--- config.mk ---
export PLATFORM = sky130hd
export DESIGN_NAME = sysarray_counter_bank
export DESIGN_NICKNAME = d
export VERILOG_FILES = /design/src/rtl/sysarray_counter_bank.sv
export SDC_FILE = /design/constraint.sdc
export NUM_CORES = 1
export LEC_CHECK = 0
export BUFFER_PORTS_ARGS = -buffer_cell sky130_fd_sc_hd__buf_2
export CORE_MARGIN = 2
export CORE_UTILIZATION = 35
export CTS_BUF_LIST = sky130_fd_sc_hd__clkbuf_2
export DETAILED_ROUTE_END_ITERATION = 8
export GPL_TIMING_DRIVEN = 0
export HOLD_SLACK_MARGIN = 0.02
export PLACE_DENSITY_LB_ADDON = 0.2
export SYNTH_ARGS = -nofsm -noshare
export SYNTH_HDL_FRONTEND = slang
export SYNTH_SLANG_ARGS = --single-unit
export TNS_END_PERCENT = 5
--- constraint.sdc ---
create_clock -name clk_i -period 2.4 [get_ports clk_i]
set_clock_uncertainty 0.05 [all_clocks]
set_input_delay 0.12 -clock clk_i [delete_from_list [all_inputs] [get_ports clk_i]]
set_output_delay 0.12 -clock clk_i [all_outputs]
set_load 0.02 [all_outputs]
--- src/rtl/sysarray_counter_bank.sv ---
// Bank of independent up/down counters with per-channel step, wrap or saturate arithmetic and registered flags.
// All outputs are registered and update one cycle after the strobes; clken_i stalls the bank with no backpressure.
module sysarray_counter_bank #(
    parameter int                 C_WIDTH      = 8,
    parameter int                 C_NUM_CH     = 4,
    parameter int                 C_STEP_WIDTH = 4,
    parameter bit                 C_SATURATE   = 1'b0,
    parameter logic [C_WIDTH-1:0] C_INIT       = '0
) (
    input  logic                           clk_i,
    input  logic                           rst_i,
    input  logic                           clken_i,
    input  logic [C_NUM_CH-1:0]            load_i,
    input  logic [C_NUM_CH-1:0]            incr_i,
    input  logic [C_NUM_CH-1:0]            decr_i,
    input  logic [C_NUM_CH*C_WIDTH-1:0]    load_value_i,
    input  logic [C_NUM_CH*C_STEP_WIDTH-1:0] step_i,
    output logic [C_NUM_CH*C_WIDTH-1:0]    count_o,
    output logic [C_NUM_CH-1:0]            is_zero_o,
    output logic [C_NUM_CH-1:0]            is_max_o,
    output logic [C_NUM_CH-1:0]            ovf_o,
    output logic                           all_zero_o
);

    localparam logic [C_WIDTH-1:0] C_MAX = '1;

    logic [C_NUM_CH*C_WIDTH-1:0] count_q, count_d;
    logic [C_NUM_CH-1:0]         is_zero_q, is_zero_d;
    logic [C_NUM_CH-1:0]         is_max_q, is_max_d;
    logic [C_NUM_CH-1:0]         ovf_q, ovf_d;

    for (genvar g = 0; g < C_NUM_CH; g++) begin : g_ch
        logic [C_WIDTH:0]   step_ext;
        logic [C_WIDTH:0]   sum;
        logic [C_WIDTH:0]   diff;
        logic [C_WIDTH-1:0] cur;
        logic [C_WIDTH-1:0] nxt;
        logic               ovf_n;

        assign cur      = count_q[g*C_WIDTH +: C_WIDTH];
        assign step_ext = (C_WIDTH+1)'(step_i[g*C_STEP_WIDTH +: C_STEP_WIDTH]);
        // MSB of the extended result is the carry-out (incr) or borrow (decr).
        assign sum      = {1'b0, cur} + step_ext;
        assign diff     = {1'b0, cur} - step_ext;

        always_comb begin
            nxt   = cur;
            ovf_n = 1'b0;
            if (load_i[g]) begin
                nxt = load_value_i[g*C_WIDTH +: C_WIDTH];
            end else if (incr_i[g] && !decr_i[g]) begin
                nxt   = (C_SATURATE && sum[C_WIDTH]) ? C_MAX : sum[C_WIDTH-1:0];
                ovf_n = sum[C_WIDTH];
            end else if (decr_i[g] && !incr_i[g]) begin
                nxt   = (C_SATURATE && diff[C_WIDTH]) ? '0 : diff[C_WIDTH-1:0];
                ovf_n = diff[C_WIDTH];
            end
        end

        assign count_d[g*C_WIDTH +: C_WIDTH] = nxt;
        assign is_zero_d[g] = (nxt == '0);
        assign is_max_d[g]  = (nxt == C_MAX);
        assign ovf_d[g]     = ovf_n;
    end

    always_ff @(posedge clk_i) begin
        if (rst_i) begin
            count_q   <= {C_NUM_CH{C_INIT}};
            is_zero_q <= {C_NUM_CH{(C_INIT == '0)}};
            is_max_q  <= {C_NUM_CH{(C_INIT == C_MAX)}};
            ovf_q     <= '0;
        end else if (clken_i) begin
            count_q   <= count_d;
            is_zero_q <= is_zero_d;
            is_max_q  <= is_max_d;
            ovf_q     <= ovf_d;
        end else begin
            ovf_q     <= '0;
        end
    end

    assign count_o    = count_q;
    assign is_zero_o  = is_zero_q;
    assign is_max_o   = is_max_q;
    assign ovf_o      = ovf_q;
    assign all_zero_o = &is_zero_q;

endmodule

==> results.md <==
* Status: finished with violations
* Failing checks: negative setup slack
* Htree depth at 2
* Int Pwr at between 0.001 and 0.0015 W
* HPWL after detailed placement at 10.47 mm
* Post-synthesis mux area share at under 10%
* Max-capacitance violation count at 0
* Mean routed wirelength per cell at 16.68 um
* Vias after detailed routing at around 4500
* Pwr/cell area at 406.0 mW/mm^2
* WS Path Type: flip-flop to flip-flop
* Tmin final at 2493 ps
* # IOs at 108
* # rows at 40
* Clock Tree Root: clkbuf_2
* Fin worst setup slack at -92.86 ps
* Yosys warnings at 0
* Relative slew slack at about 54%
* Hold EP: count_o[30]
* Sequential area share after synthesis at 20.65%
* CTS tree: done
* Post-synth top area share at 20.65%
* First-pass GRT wire length at 20.98 mm
* Worst reg2reg setup slack at -90 ps
* Xor and xnor area share after synthesis at between 5 and 6%
* Synth Instances at 546
* Crit. End Element: flip-flop
* Place WS at -326.7 ps
* GRT Util Overall at between 10% and 20%
* Critical R2R Launch: count_o[27]
* Clock buffer depth at 2
* Max-slew violation count at 0
* PortBufs at 102
* Commonest non-fill, non-tap cell in the layout: buf_2
* Clk_lat worst skew at 410 ps
* Ys flop type: dfxtp_1
* Drt drc at 0
* Vias in the first global route at around 4100
* Leading area contributor after synthesis: dfxtp_1
* Initial antenna violation count at 0
* Post-synthesis register bit count at 44
* Critical Path Fanout Max at 5
* Core ar. at 0.01196 mm^2
* Fin crit share at 103.9%
* Cts bufs inserted at 5
* Critical Path AT at between 2000 and 3000 ps
* Clock Pin Slew Worst Setup and Hold Paths at 220 ps
* Initial Utilization at a little over a third
* Fin nets at 777
* Final setup violation count at 8
* Worst-case reg-to-reg path depth at 7
* Largest family of logic cells by synthesized area: simple AND/OR/NAND/NOR gates
* Drt first pass iters at 5
* Largest net degree at the start of global routing at 13
* Synth Area in Compound Gates at 24.31%
* Post-synth EDFFs at 0
* Layout cells sized above 1 at 29.55%
* Die ar. at about 0.013 mm^2
* Mapped Nets at 653
* Area grow syn2layout at 26.36%
* DR vias/cell at 5.490
* Adder-cell share of the synthesized area at 14.31%
* Clk pwr share at 14.0%
* Synth area leaders: dfxtp_1 (21%), ha_1 (11%), nor2_1 (5.0%), mux2i_1 (4.0%), fa_1 (3.8%)
* Antenna Cells at 0
* Maximum vdd ir drop at approximately 0.18 mV
* Combinational power share at 46.7%
* Starting DRC count in detailed routing at roughly 270
* Final Hold Fails at 0
* Fmax at ~400 MHz
* Critical Path RT at 2680 ps
* GRT overflow at 0
* Sw frac at between 40 and 50%
* DIE HEIGHT at 114.4 um
* Setup crit start kind: flip-flop
* Most frequent cells in the layout: buf_2 (105), nor2_1 (57), nand2_1 (41)
* Register area at just over 900 um^2
* Register share of total power at 39.3%
* Post-route ant nets at 0
* Slew @ Worst Pin at 695.5 ps
* Hold Path Cell Cnt at 5
* Setup TNS at -323.4 ps
* RSZ-0062 raised after global routing: true
* FILL cells at 1228
* R2R Path End: is_zero_o[3]
* Post-synth ARST share at 0%
* Die extent in x at 114.4 um
* HP Start: load_value_i[30]
* Final Wtd Congestion at 0.9030
* Post-Synth Simple-Gate Area at between 20% and 30%
* LEAKAGE at approximately 2.4 nW
* Drt total wl at 13.62 mm
* Hold/Removal Path Class: primary input to flip-flop
* Post-Syn Area at 0.004267 mm^2
* Clock sink count at 44
* Avg Synthesized Cell Area at between 7 and 8 um^2
* Area of the multi-input gates at 0.003359 mm^2
* P_sw at 0.0009062 W
* Yosys cell types at 70
==> power by group through the flow <==
stage / sequential (W) / combinational (W) / clock [W]
2_1_floorplan: 0.000912 / 0.000580 / 0
3_3_place_gp: 0.000871 / 0.000899 / 0
3_5_place_dp: 0.000874 / 0.000908 / 0
4_1_cts: 0.000862 / 0.000959 / 0.000319
5_1_grt: 0.000871 / 0.00112 / 0.000345
6_report: 0.000861 / 0.00102 / 0.000307
==> synth_stat cells (10+ instances only) <==
master / instances
nor2_1: 57
xnor2_1: 14
nand2b_1: 17
inv_1: 33
nor3_1: 17
nor2b_1: 13
nand2_1: 42
clkbuf_1: 17
a21oi_1: 24
dfxtp_1: 44
mux2i_1: 17
ha_1: 36
a211oi_1: 21
a21o_1: 10
nand3_1: 17
o21ai_0: 22
xor2_1: 12
==> worst max-delay path, stage by stage (launching register included) <==
cell and delay (ps):
dfxtp_2 380, ha_1 190, or4b_4 520, or3_4 360, o22ai_2 190, mux2i_2 280
nand2_1 130, o41ai_2 310
==> through the flow <==
stage / total power, W / hold WS [ps] / instance area (um^2) / util (%) / instances
2_1_floorplan: 0.001491 / 240.8 / 4302 / - / 546
3_3_place_gp: 0.001771 / 401.5 / 4996 / 41.77 / 795
3_5_place_dp: 0.001782 / 398.7 / 4996 / 41.77 / 795
4_1_cts: 0.002140 / 21.43 / 5206 / 43.53 / 810
5_1_grt: 0.002335 / 30.81 / 5391 / 45.07 / 817
6_report: 0.002189 / 40.07 / 5391 / 45.07 / 817
==> final cells by class <==
cell class / count / area share (%)
Multi-Input combinational cell: 441 / 62.31
Sequential cell: 44 / 16.83
Timing Repair Buffer: 118 / 12.02
Tap cell: 147 / 3.411
Buffer: 27 / 2.437
Inverter: 33 / 2.344
Clock buffer: 6 / 0.5570
Clock inverter: 1 / 0.09283
==> flip-flops by register name, summed over array words and instances (netlist names) <==
register and cells:
ovf_o 4, is_max_o 4, count_o 32, is_zero_o 4
==> metal layers <==
| metal | share of wire (%) | GRT usage, % |
|---|---|---|
| met2 | 45 | 32.62 |
| met4 | 1.7 | 4.634 |
| met5 | 0 | 0 |
| met1 | 48 | 28.15 |
| met3 | 4.3 | 2.276 |
==> cell families after synthesis <==
family / count (synthesis)
AOI/OAI and AO/OA: 146
adders and majority gates: 44
xor gates and xnor gates: 26
and+or+nand+nor: 207
DFF: 44
buffers and inverters: 61
muxes: 18
==> worst max-delay path by stage <==
stage | slack (ps) | to | cells after the start | startpoint
after detailed placement | -330 | is_max_o[3] | 9 | count_o[26]
after floorplan | -20 | is_zero_o[1] | 9 | count_o[8]
after global placement | -290 | is_max_o[3] | 9 | count_o[26]
after CTS | -80 | is_zero_o[1] | 11 | count_o[8]
final | -90 | is_zero_o[3] | 7 | count_o[27]
after global routing | -190 | is_zero_o[3] | 7 | count_o[27]
==> what timing repair did <==
item	4_1_cts	5_1_grt
endpoints found under the setup margin	15	18
buffers inserted	4	5
pin swaps	7	7
hold buffers	4	3
resized for setup	31	35
hold endpoints to repair	4	3
Power figures use the tool's default switching activity.
